<file path="src/rtl/xaddr_router_if.sv">
//------------------------------------------------------------------------------
// Module   : xaddr_router_if
// Brief    : Master-side and slave-channel bus bundle for the xaddr_router.
// Revision : 1.0 - initial release
//------------------------------------------------------------------------------
`default_nettype none

interface xaddr_router_if #(
    parameter int ADDR_W = 32,
    parameter int DATA_W = 32,
    parameter int NSLV   = 4
) ();
    logic [ADDR_W-1:0]      addr;
    logic                   sel;
    logic                   ready;
    logic [DATA_W-1:0]      data_to_rd;
    logic [NSLV-1:0]        slv_sel;
    logic [NSLV-1:0]        slv_ready;
    logic [NSLV*DATA_W-1:0] slv_data_flat;
    logic                   trap;
    logic                   trap_cause;
    logic                   trap_flag;
    logic [ADDR_W-1:0]      trap_addr;
    logic                   trap_clr;

    // Router-side view.
    modport slave (
        input  addr, sel, slv_ready, slv_data_flat, trap_clr,
        output ready, data_to_rd, slv_sel, trap, trap_cause, trap_flag, trap_addr
    );

    // System-side view: CPU data port plus the peripheral channels.
    modport master (
        output addr, sel, slv_ready, slv_data_flat, trap_clr,
        input  ready, data_to_rd, slv_sel, trap, trap_cause, trap_flag, trap_addr
    );
endinterface

`default_nettype wire

</file>
<file path="src/rtl/xaddr_router.sv">
//------------------------------------------------------------------------------
// Module   : xaddr_router
// Brief    : Registered base/size address router to NSLV slaves with trap on
//            unmapped access or slave timeout.
// Revision : 1.0 - initial release
//------------------------------------------------------------------------------
`default_nettype none

module xaddr_router #(
    parameter int                     ADDR_W  = 32,
    parameter int                     DATA_W  = 32,
    parameter int                     NSLV    = 4,
    parameter logic [NSLV*ADDR_W-1:0] BASE    = '0,
    parameter logic [NSLV*8-1:0]      SPAN_W  = {NSLV{8'd4}},
    parameter int                     TIMEOUT = 16,
    parameter int                     CNT_W   = 8
) (
    input  wire logic       clk,
    input  wire logic       rst_n,
    xaddr_router_if.slave   bus
);

    localparam logic [CNT_W-1:0] c_TMO_LAST =
        (TIMEOUT == 0) ? '0 : CNT_W'(TIMEOUT - 1);

    typedef enum logic [1:0] {
        S_IDLE   = 2'd0,
        S_ACCESS = 2'd1,
        S_DONE   = 2'd2,
        S_TRAP   = 2'd3
    } state_t;

    state_t              r_state;
    logic [NSLV-1:0]     r_slv_sel;
    logic [CNT_W-1:0]    r_cnt;
    logic                r_ready;
    logic                r_trap;
    logic [DATA_W-1:0]   r_data;
    logic                r_pend_cause;
    logic                r_flag;
    logic                r_cause;
    logic [ADDR_W-1:0]   r_taddr;

    logic [NSLV-1:0]     w_hit;
    logic [NSLV-1:0]     w_hit_oh;
    logic                w_mapped;
    logic                w_slv_done;
    logic [DATA_W-1:0]   w_slv_data;

    for (genvar i = 0; i < NSLV; i++) begin : g_dec
        localparam logic [ADDR_W-1:0] c_MASK =
            ~((ADDR_W'(1) << SPAN_W[i*8 +: 8]) - ADDR_W'(1));
        assign w_hit[i] = ((bus.addr & c_MASK) == BASE[i*ADDR_W +: ADDR_W]);
    end

    // Isolating the lowest set bit gives lowest-index priority on overlap.
    assign w_hit_oh = w_hit & (~w_hit + NSLV'(1));
    assign w_mapped = |w_hit;

    // The latched one-hot select masks out ready from non-selected channels.
    assign w_slv_done = |(bus.slv_ready & r_slv_sel);

    always_comb begin
        w_slv_data = '0;
        for (int i = 0; i < NSLV; i++) begin
            if (r_slv_sel[i]) begin
                w_slv_data = w_slv_data | bus.slv_data_flat[i*DATA_W +: DATA_W];
            end
        end
    end

    always_ff @(posedge clk or negedge rst_n) begin
        if (!rst_n) begin
            r_state      <= S_IDLE;
            r_slv_sel    <= '0;
            r_cnt        <= '0;
            r_ready      <= 1'b0;
            r_trap       <= 1'b0;
            r_data       <= '0;
            r_pend_cause <= 1'b0;
            r_flag       <= 1'b0;
            r_cause      <= 1'b0;
            r_taddr      <= '0;
        end else begin
            r_ready <= 1'b0;
            r_trap  <= 1'b0;
            case (r_state)
                S_IDLE: begin
                    if (bus.sel) begin
                        if (w_mapped) begin
                            r_slv_sel <= w_hit_oh;
                            r_cnt     <= '0;
                            r_state   <= S_ACCESS;
                        end else begin
                            r_pend_cause <= 1'b0;
                            r_ready      <= 1'b1;
                            r_trap       <= 1'b1;
                            r_data       <= '0;
                            r_state      <= S_TRAP;
                        end
                    end
                end
                S_ACCESS: begin
                    if (w_slv_done) begin
                        r_data    <= w_slv_data;
                        r_ready   <= 1'b1;
                        r_slv_sel <= '0;
                        r_state   <= S_DONE;
                    end else if ((TIMEOUT != 0) && (r_cnt == c_TMO_LAST)) begin
                        r_pend_cause <= 1'b1;
                        r_ready      <= 1'b1;
                        r_trap       <= 1'b1;
                        r_data       <= '0;
                        r_slv_sel    <= '0;
                        r_state      <= S_TRAP;
                    end else if (r_cnt != '1) begin
                        r_cnt <= r_cnt + 1'b1;
                    end
                end
                S_DONE: begin
                    r_state <= S_IDLE;
                end
                S_TRAP: begin
                    // Only the first trap since the last clear is recorded.
                    if (!r_flag) begin
                        r_flag  <= 1'b1;
                        r_cause <= r_pend_cause;
                        r_taddr <= bus.addr;
                    end
                    r_state <= S_IDLE;
                end
                default: begin
                    r_state <= S_IDLE;
                end
            endcase
            // Clear wins over a capture in the same cycle.
            if (bus.trap_clr) begin
                r_flag  <= 1'b0;
                r_cause <= 1'b0;
                r_taddr <= '0;
            end
        end
    end

    assign bus.slv_sel    = r_slv_sel;
    assign bus.ready      = r_ready;
    assign bus.trap       = r_trap;
    assign bus.data_to_rd = r_data;
    assign bus.trap_flag  = r_flag;
    assign bus.trap_cause = r_cause;
    assign bus.trap_addr  = r_taddr;

endmodule

`default_nettype wire
</file>
<file path="src/flat_wrapper.sv">
// flat-port wrapper written by rule: the top's interface ports become plain ports
module xaddr_router_flat 
#(
    parameter int                     ADDR_W  = 32,
    parameter int                     DATA_W  = 32,
    parameter int                     NSLV    = 4,
    parameter logic [NSLV*ADDR_W-1:0] BASE    = '0,
    parameter logic [NSLV*8-1:0]      SPAN_W  = {NSLV{8'd4}},
    parameter int                     TIMEOUT = 16,
    parameter int                     CNT_W   = 8
)
  (clk, rst_n, bus_addr, bus_sel, bus_slv_ready, bus_slv_data_flat, bus_trap_clr, bus_ready, bus_data_to_rd, bus_slv_sel, bus_trap, bus_trap_cause, bus_trap_flag, bus_trap_addr);
  xaddr_router_if #(.ADDR_W(ADDR_W), .DATA_W(DATA_W), .NSLV(NSLV)) bus_i ();
  input  wire logic clk;
  input  wire logic rst_n;
  input wire logic [$bits(bus_i.addr)-1:0] bus_addr;
  input wire logic [$bits(bus_i.sel)-1:0] bus_sel;
  input wire logic [$bits(bus_i.slv_ready)-1:0] bus_slv_ready;
  input wire logic [$bits(bus_i.slv_data_flat)-1:0] bus_slv_data_flat;
  input wire logic [$bits(bus_i.trap_clr)-1:0] bus_trap_clr;
  output wire logic [$bits(bus_i.ready)-1:0] bus_ready;
  output wire logic [$bits(bus_i.data_to_rd)-1:0] bus_data_to_rd;
  output wire logic [$bits(bus_i.slv_sel)-1:0] bus_slv_sel;
  output wire logic [$bits(bus_i.trap)-1:0] bus_trap;
  output wire logic [$bits(bus_i.trap_cause)-1:0] bus_trap_cause;
  output wire logic [$bits(bus_i.trap_flag)-1:0] bus_trap_flag;
  output wire logic [$bits(bus_i.trap_addr)-1:0] bus_trap_addr;
  assign bus_i.addr = bus_addr;
  assign bus_i.sel = bus_sel;
  assign bus_i.slv_ready = bus_slv_ready;
  assign bus_i.slv_data_flat = bus_slv_data_flat;
  assign bus_i.trap_clr = bus_trap_clr;
  assign bus_ready = bus_i.ready;
  assign bus_data_to_rd = bus_i.data_to_rd;
  assign bus_slv_sel = bus_i.slv_sel;
  assign bus_trap = bus_i.trap;
  assign bus_trap_cause = bus_i.trap_cause;
  assign bus_trap_flag = bus_i.trap_flag;
  assign bus_trap_addr = bus_i.trap_addr;
  xaddr_router #(.ADDR_W(ADDR_W), .DATA_W(DATA_W), .NSLV(NSLV), .BASE(BASE), .SPAN_W(SPAN_W), .TIMEOUT(TIMEOUT), .CNT_W(CNT_W)) u_core (.clk(clk), .rst_n(rst_n), .bus(bus_i));
endmodule
</file>
<file path="config.mk">
export PLATFORM = sky130hd
export DESIGN_NAME = xaddr_router_flat
export DESIGN_NICKNAME = d
export VERILOG_FILES = /design/src/rtl/xaddr_router_if.sv /design/src/rtl/xaddr_router.sv /design/src/flat_wrapper.sv
export SDC_FILE = /design/constraint.sdc
export NUM_CORES = 1
export LEC_CHECK = 0
export ABC_AREA = 1
export CORE_MARGIN = 1.5
export CORE_UTILIZATION = 36
export CTS_CLUSTER_DIAMETER = 200
export DETAILED_ROUTE_END_ITERATION = 10
export PLACE_DENSITY = 0.8
export SYNTH_ARGS = -nofsm -noshare
export SYNTH_HDL_FRONTEND = slang
export SYNTH_SLANG_ARGS = --single-unit
export TNS_END_PERCENT = 5
</file>
<file path="constraint.sdc">
create_clock -name clk -period 2.1 [get_ports clk]
set_input_delay 0.21 -clock clk [delete_from_list [all_inputs] [get_ports clk]]
set_output_delay 0.21 -clock clk [all_outputs]
set_load 0.02 [all_outputs]
</file>
Yosys cells after proc, flatten, opt, wreduce, memory -nomap -nowiden
Index checks and enable logic that the tools add are counted.
{"block": "word_totals", "regBits": 83, "latchBits": 0, "mem_bits_rw": 0, "mem_bits_ro": 0, "inputBits": 168, "output_inout_bits": 72, "wordCells": 89, "mem_count": 0}
{"block": "op_classes", "add_sub_neg": 2, "n_mul": 0, "div_mod_pow": 0, "n_lt_le_gt_ge": 0, "eq_ne": 14, "shifts": 0, "mux": 45, "n_bitwise": 6, "n_reduce_logical": 12}
{"operator": "32-bit 2-to-1 mux", "count": 11}
{"operator": "32-bit OR", "count": 3}
{"operator": "32-bit one-hot mux with 2 select lines", "count": 1}
{"operator": "8-bit 2-to-1 mux", "count": 5}
{"operator": "32-bit logical NOT", "count": 1}
{"operator": "4-bit 2-to-1 mux", "count": 4}
{"operator": "8-bit one-hot mux with 2 select lines", "count": 1}
{"operator": "1-bit 2-to-1 mux", "count": 14}
{"operator": "2-bit inequality test (second input constant)", "count": 5}
{"operator": "8-bit by 1-bit adder with 8-bit output (second input constant)", "count": 1}
{"operator": "4-bit bitwise AND", "count": 2}
{"operator": "8-bit by 4-bit equality test with 1-bit output (second input constant)", "count": 1}
{"operator": "2-bit 2-to-1 mux", "count": 4}
{"operator": "8-bit inequality test (second input constant)", "count": 1}
{"operator": "4-bit one-hot mux with 2 select lines", "count": 1}
{"operator": "4-bit AND reduction", "count": 2}
{"operator": "2-bit by 1-bit inequality test with 1-bit output (second input constant)", "count": 3}
{"operator": "1-bit one-hot mux with 2 select lines", "count": 3}
{"operator": "2-bit one-hot mux with 3 select lines", "count": 1}
{"operator": "6-bit AND reduction", "count": 1}
{"operator": "5-bit AND reduction", "count": 1}
{"operator": "4-bit by 1-bit adder with 4-bit output (second input constant)", "count": 1}
{"operator": "2-bit equality test (second input constant)", "count": 2}
{"operator": "4-bit inverter", "count": 1}
{"operator": "7 further kinds", "count": 9}

Longest topological paths before layout
Gate-level depths: netlist of run 1.
{"block": "logic_depth", "depth_word": 9, "ltp_mapped": 10, "ltp_nobuf": 9}

Worst setup path before layout of run 1
No wires, ideal clock.
{"block": "synth_timing", "path_type": "register to register", "start": "register u_core.r_cnt[0]", "end": "register u_core.r_data[10], in the netlist u_core.bus.data_to_rd[10]", "setup_time_ns": 0.115, "arrival_time_ns": 1.423, "required_time_ns": 1.985, "slack_ns": 0.562, "stages_incl_launch_ff": 10, "n_path_buf": 1, "synth_period_minus_slack_ns": 1.538, "path_cell_list": "dfrtp_1 ha_1 nand3_2 nor2_2 nor2_2 nor2_4 nand3_4 buf_12 nand2_2 nand2_2"}
{"block": "synth_via", "elab_chain_len": 3}
{"element": "from (decl)", "line_no": "xaddr_router.sv:35", "rtl": "logic [CNT_W-1:0] r_cnt;"}
{"element": "from (signal assigned)", "line_no": "xaddr_router.sv:117", "rtl": "r_cnt <= r_cnt + 1'b1;"}
{"element": "8-bit by 4-bit equality test with 1-bit output", "line_no": "xaddr_router.sv:109", "rtl": "end else if ((TIMEOUT != 0) && (r_cnt == c_TMO_LAST)) begin"}
{"element": "3-bit by 1-bit inequality test with 1-bit output (no source line)"}
{"element": "4-bit AND reduction (no source line)"}
{"element": "to (signal assigned)", "line_no": "xaddr_router.sv:105", "rtl": "r_data <= w_slv_data;"}
{"element": "to (decl)", "line_no": "xaddr_router.sv:38", "rtl": "logic [DATA_W-1:0] r_data;"}
No other way between the ends.
A chain may end at the register's enable or synchronous reset.

Worst setup path after layout of run 1
{"block": "layout_timing", "start": "register u_core.r_cnt[0]", "end": "register u_core.r_data[0], in the netlist u_core.bus.data_to_rd[0]"}
Same word-level chain as after synthesis.

==> flow_summary.json, run 1 <==
{
  "dieWidth_um": 104,
  "r2r-end": "u_core.bus.data_to_rd[0]",
  "syn_inst": 427,
  "cts_buffers": 9,
  "slew_violations": 0,
  "cpPeakStageDelay_ns": 0.42,
  "ios": 240,
  "syn_area_um2": 3690,
  "critPathRequiredTime_ns": 2.33,
  "htreeDepth": 3,
  "firstDrtPassIters": 4,
  "fin_cells": 705,
  "setup_ws_ns": 0.290,
  "antenna_found_initial": 0,
  "ys_warn_count": 0,
  "cts_repair_resize_count": 0,
  "finalClockSkew_ns": 0.0130,
  "start_util_pct": 37.4,
  "grt_pass1_vias": 3135,
  "fill_cells": 841,
  "setup_violations": 0,
  "dp.cells": 688,
  "synth_area_per_cell_um2": 8.64,
  "r2r_start": "u_core.r_cnt[0]",
  "ys_types": 27,
  "drv_cap": 0,
  "final_antenna_net_count": 0,
  "max-clock-path-buffers": 2,
  "drc": 0,
  "routedWlPerCell_um": 12.6,
  "port_buffers": 137,
  "area_growth_pct": 47.6,
  "crit_path_start": "u_core.r_cnt[0]",
  "die_h_um": 104,
  "cts_tree": "done",
  "vias_per_cell": 4.52,
  "grt_pass1_wl_mm": 14.8,
  "coreArea_um2": 9860,
  "dp_slack_ns": 0.175,
  "clock_latency_ns": 0.34,
  "cts.sink_count": 80,
  "root_buffer": "clkbuf_8",
  "drive_gt1_share_pct": 13.5,
  "place_congestion": 0.778,
  "power_mw": 4.83,
  "row_count": 36,
  "wl_mm": 8.87,
  "tns_ns": 0,
  "rrSetupSlack_ns": 0.29,
  "die_area_um2": 10900,
  "grt_overflow_total": 0,
  "hold_viol": 0,
  "startpoint_type": "flip-flop",
  "endpoint_kind": "flip-flop",
  "worstPathMaxFanout": 10,
  "ys_seq_elements": 80,
  "status": "complete, no violations",
  "endpoint": "u_core.bus.data_to_rd[0]",
  "min_period_over_period_pct": 86.2,
  "crit_type": "flip-flop to flip-flop",
  "grt_max_degree": 49,
  "fin_crit_ns": 1.81,
  "clk_pin_slew_ns": 0.09,
  "critPathSlowestCell": "dfrtp_1",
  "diodes": 0,
  "hpwl_mm": 6.47,
  "path_cells": "ha_1 > nand3_2 > nor2_2 > nor2_2 > nor2_4 > nand3_4 > buf_4 > nand2_1 > nand2_1",
  "grtUsageTotal_pct": 16.7,
  "clock.fmax_ghz": 0.552,
  "fin_nets": 736,
  "rsz0062_at_grt": "false",
  "p_leak_nw": 2.54,
  "drtIter0Drc": 106,
  "cp.arrival_ns": 2.04,
  "vias": 3187,
  "rr_worst_depth": 9,
  "hp-class": "input pin to async pin",
  "peakVddDrop_uv": 501,
  "synth-seq-area-share_pct": 54.2,
  "power_density_nw_per_um2": 887
}
==> worst min path at each step <==
| stage | startpoint | to | slack, ns | cells after the start |
|---|---|---|---|---|
| 6_report | rst_n | u_core.bus.trap_addr[14] | 0.37 | 2 |
| 5_1_grt | rst_n | u_core.bus.trap_addr[14] | 0.38 | 2 |
| 4_1_cts | rst_n | u_core.bus.trap_addr[14] | 0.37 | 2 |
| 3_5_place_dp | rst_n | u_core.bus.trap_addr[14] | 0.19 | 1 |
| 3_3_place_gp | rst_n | u_core.bus.trap_addr[14] | 0.18 | 1 |
| 2_1_floorplan | rst_n | u_core.bus.data_to_rd[0] | -0.09 | 0 |
==> flip-flops by register name (all words and copies together), names as in the netlist <==
register,cells
u_core.bus.data_to_rd,32
u_core.bus.slv_sel,1
u_core.bus.trap_flag,1
u_core.bus.trap_addr,32
u_core.r_pend_cause,1
u_core.bus.ready,1
u_core.bus.trap_cause,1
u_core.r_state,2
u_core.bus.trap,1
u_core.r_cnt,8
==> Yosys cell counts <==
library cell  instances  area share, %
clkinv_1              1           0.10
o21ai_2               1           0.24
nand3_4               1           0.47
clkbuf_1              7           0.71
nand3b_1              1           0.20
nand2_1             107             11
inv_1                47            4.8
nor2_1               30            3.1
xnor2_1               1           0.24
o21ai_0              33            4.5
a21oi_1               2           0.27
dfrtp_1              80             54
buf_2                 3           0.41
nand2_4               2           0.61
nand3_2               1           0.27
inv_2                 1           0.10
ha_1                  1           0.34
nand2_2              37            6.3
nand3_1              49            6.6
buf_4                 6            1.2
buf_12                3            1.6
nor2_4                5            1.5
o21ai_1               1           0.14
conb_1                1           0.10
nand4_1               1           0.17
nor2_2                3           0.51
nor3b_1               2           0.41
==> power by group <==
group	leakage, nW	internal, mW	switching (mW)
clock network	0.117	0.709	0.578
logic	1.34	0.716	0.981
registers	1.08	1.72	0.126
==> cell type report <==
type | count | area, um2 | share of cell area (%)
Clock buffer | 10 | 138 | 2.53
Timing Repair Buffer | 146 | 1490 | 27.3
Sequential cell | 80 | 2000 | 36.7
Clock inverter | 6 | 91.3 | 1.68
Tap cell | 133 | 166 | 3.05
Inverter | 49 | 184 | 3.38
Multi-Input combinational cell | 281 | 1380 | 25.3
==> through the flow <==
stage	area (um2)	utilization (%)	hold slack, ns
floorplan	3700	-	-0.0856
global placement	5210	52.8	0.181
detailed placement	5210	52.8	0.188
CTS	5450	55.2	0.372
global route	5450	55.2	0.376
finish	5450	55.2	0.366
==> worst max-delay path, delay by kind of cell (launching register included) <==
kind | cells | cell delay (ns)
AND/OR/NAND/NOR | 7 | 0.82
flip-flops | 1 | 0.42
adder cells (fa/ha/maj) | 1 | 0.23
buffers and inverters | 1 | 0.23
==> cell usage in the layout (no fill, tap or decap), types with 2 or more instances in the layout <==
cell type | netlist | routed
dfrtp_1 | 80 | 80
nor2_1 | 30 | 30
nor3b_1 | 2 | 2
o21ai_0 | 33 | 33
bufinv_16 | 0 | 2
buf_4 | 6 | 5
clkbuf_8 | 0 | 10
nand2_1 | 107 | 107
clkdlybuf4s50_1 | 0 | 136
nor2_4 | 5 | 5
inv_1 | 47 | 47
conb_1 | 1 | 3
nand3_1 | 49 | 49
nand2_4 | 2 | 2
buf_12 | 3 | 4
clkinv_4 | 0 | 2
nand2_2 | 37 | 37
a21oi_1 | 2 | 2
nor2_2 | 3 | 3
==> cell families after synthesis <==
logic type	synth area share (%)
AOI/OAI and AO/OA	5.12
xor gates and xnor gates	0.237
DFF	54.2
buffers and inverters	8.95
and+or+nand+nor	31.0
adders and majority gates	0.339
other	0.102
==> what timing repair did <==
item	in CTS	in global routing
setup buffers	0	0
endpoints found under the hold margin	32	0
hold buffers	1	0
==> per-layer routing <==
| metal | vias up | wire length (um) | share of wire, % | GRT usage (%) |
|---|---|---|---|---|
| met5 | - | 0 | 0 | 0 |
| met2 | 128 | 4170 | 47 | 27.6 |
| met3 | 11 | 762 | 8.6 | 5.76 |
| met1 | 1452 | 3860 | 44 | 20.8 |
| met4 | 0 | 73 | 0.82 | 4.27 |
| li1 | 1596 | - | - | - |
Note: power is estimated with default switching activity, not from simulation.
==> run 2: changes to the inputs <==
--- a/config.mk
+++ b/config.mk
@@ -10,6 +10,7 @@
 export CORE_UTILIZATION = 36
 export CTS_CLUSTER_DIAMETER = 200
 export DETAILED_ROUTE_END_ITERATION = 10
+export HOLD_SLACK_MARGIN = 0.03
 export PLACE_DENSITY = 0.8
 export SYNTH_ARGS = -nofsm -noshare
 export SYNTH_HDL_FRONTEND = slang
==> results of run 2 <==
Same layout as run 1: the final DEF is identical, and so are final timing and power.
==> run 3: changes to the inputs <==
--- a/config.mk
+++ b/config.mk
@@ -12,6 +12,8 @@
 export DETAILED_ROUTE_END_ITERATION = 10
 export HOLD_SLACK_MARGIN = 0.03
 export PLACE_DENSITY = 0.8
+export SKIP_CTS_REPAIR_TIMING = 1
+export SLEW_MARGIN = 20
 export SYNTH_ARGS = -nofsm -noshare
 export SYNTH_HDL_FRONTEND = slang
 export SYNTH_SLANG_ARGS = --single-unit
==> run 3 against run 2 <==
  * Power barely moved
  * Setup slack improved by 0.0019 ns
  * Worst hold slack got worse by 0.0071 ns
  * Final cell count did not move
  * Sequential share of layout area did not move
  * Non-clock buffer count did not move
  * Combinational power barely moved
  * First-iteration DRC count fell by 2.8%
  * Critical endpoint unchanged
==> flow_summary.json, run 3 (same netlist as run 1, synthesis figures left out) <==
{
  "status": "complete, no violations",
  "grt_overflow_total": 0,
  "htreeDepth": 3,
  "hold_ws_ns": 0.358,
  "power_density_nw_per_um2": 886,
  "antenna_found_initial": 0,
  "grt_max_degree": 49,
  "startpoint_type": "flip-flop",
  "final_util_pct": 55.2,
  "final_antenna_net_count": 0,
  "vias_per_cell": 4.50,
  "min_period_over_period_pct": 86.1,
  "drc": 0,
  "setup_violations": 0,
  "slew_violations": 0,
  "final_common_cell": "clkdlybuf4s50_1",
  "hold_viol": 0,
  "clock.fmax_ghz": 0.553,
  "coreArea_um2": 9860,
  "cts.sink_count": 80,
  "placed_cell_area_um2": 5210,
  "cp.arrival_ns": 2.03,
  "finalClockSkew_ns": 0.0130,
  "clock_latency_ns": 0.34,
  "start_util_pct": 37.4,
  "worstPathMaxFanout": 10,
  "critPathRequiredTime_ns": 2.33,
  "stdcell_area_um2": 5450,
  "firstDrtPassIters": 4,
  "clk_pin_slew_ns": 0.09,
  "ios": 240,
  "fill_cells": 841,
  "drv_cap": 0,
  "hp-class": "input pin to async pin",
  "peakVddDrop_uv": 501,
  "die_area_um2": 10900,
  "max-clock-path-buffers": 2,
  "endpoint_kind": "flip-flop",
  "tns_ns": 0,
  "fin_cells": 705,
  "place_congestion": 0.778,
  "p_leak_nw": 2.54,
  "power_mw": 4.83,
  "routedWlPerCell_um": 12.6,
  "row_count": 36,
  "grt_pass1_vias": 3133,
  "fin_crit_ns": 1.81,
  "fin_nets": 736,
  "rsz0062_at_grt": "false",
  "wl_mm": 8.87,
  "crit_type": "flip-flop to flip-flop",
  "hpwl_mm": 6.47,
  "dp_slack_ns": 0.175,
  "die_h_um": 104,
  "drive_gt1_share_pct": 13.5,
  "root_buffer": "clkbuf_8",
  "grtUsageTotal_pct": 16.7,
  "cts_buffers": 9,
  "dieWidth_um": 104,
  "final_cell_mix": "clkdlybuf4s50_1, nand2_1, dfrtp_1",
  "setup_ws_ns": 0.292,
  "vias": 3174,
  "cts_tree": "done",
  "dp.cells": 688,
  "drtIter0Drc": 103,
  "port_buffers": 137,
  "grt_pass1_wl_mm": 14.8,
  "diodes": 0,
  "area_growth_pct": 47.6
}
run 3: final timing paths:
kind | startpoint | end | slack, ns | cells after the start
setup / recovery | u_core.r_cnt[0] | u_core.bus.data_to_rd[0] | 0.29 | 9
hold / removal | rst_n | u_core.bus.trap_addr[14] | 0.36 | 2
setup reg to reg | u_core.r_cnt[0] | u_core.bus.data_to_rd[0] | 0.29 | 9
hold reg to reg | u_core.bus.data_to_rd[31] | u_core.bus.data_to_rd[31] | 0.48 | 2
max in group asynchronous | rst_n | u_core.bus.data_to_rd[4] | 1.12 | 3
min in group clk | bus_slv_data_flat[17] | u_core.bus.data_to_rd[17] | 0.40 | 3
run 3: worst max-delay path, cell delays in order (launching register included):
cell     delay (ns)
dfrtp_1        0.42
ha_1           0.23
nand3_2        0.12
nor2_2         0.19
nor2_2         0.06
nor2_4         0.13
nand3_4        0.21
buf_4          0.23
nand2_1        0.06
nand2_1        0.05
run 3: cell type report:
| cell class | count | area [um2] | area share, % |
|---|---|---|---|
| clock inverters | 6 | 91.3 | 1.68 |
| well taps | 133 | 166 | 3.05 |
| inverters | 49 | 184 | 3.38 |
| flip-flops and latches | 80 | 2000 | 36.7 |
| multi-input cells | 281 | 1380 | 25.3 |
| clock buffers | 10 | 138 | 2.53 |
| repair buffers | 146 | 1490 | 27.3 |
run 3: metal layers:
| metal | global-route usage, % | share of wire (%) | vias up |
|---|---|---|---|
| li1 | - | - | 1596 |
| met1 | 20.8 | 43 | 1449 |
| met2 | 27.6 | 47 | 122 |
| met3 | 5.83 | 8.8 | 7 |
| met4 | 4.27 | 0.73 | 0 |
| met5 | 0 | 0 | - |
run 3: report_power, final:
part           leakage [nW]  total [mW]  switching, mW  internal, mW
registers              1.08        1.84          0.125          1.72
clock network         0.117        1.29          0.577         0.709
logic                  1.34        1.70          0.981         0.716
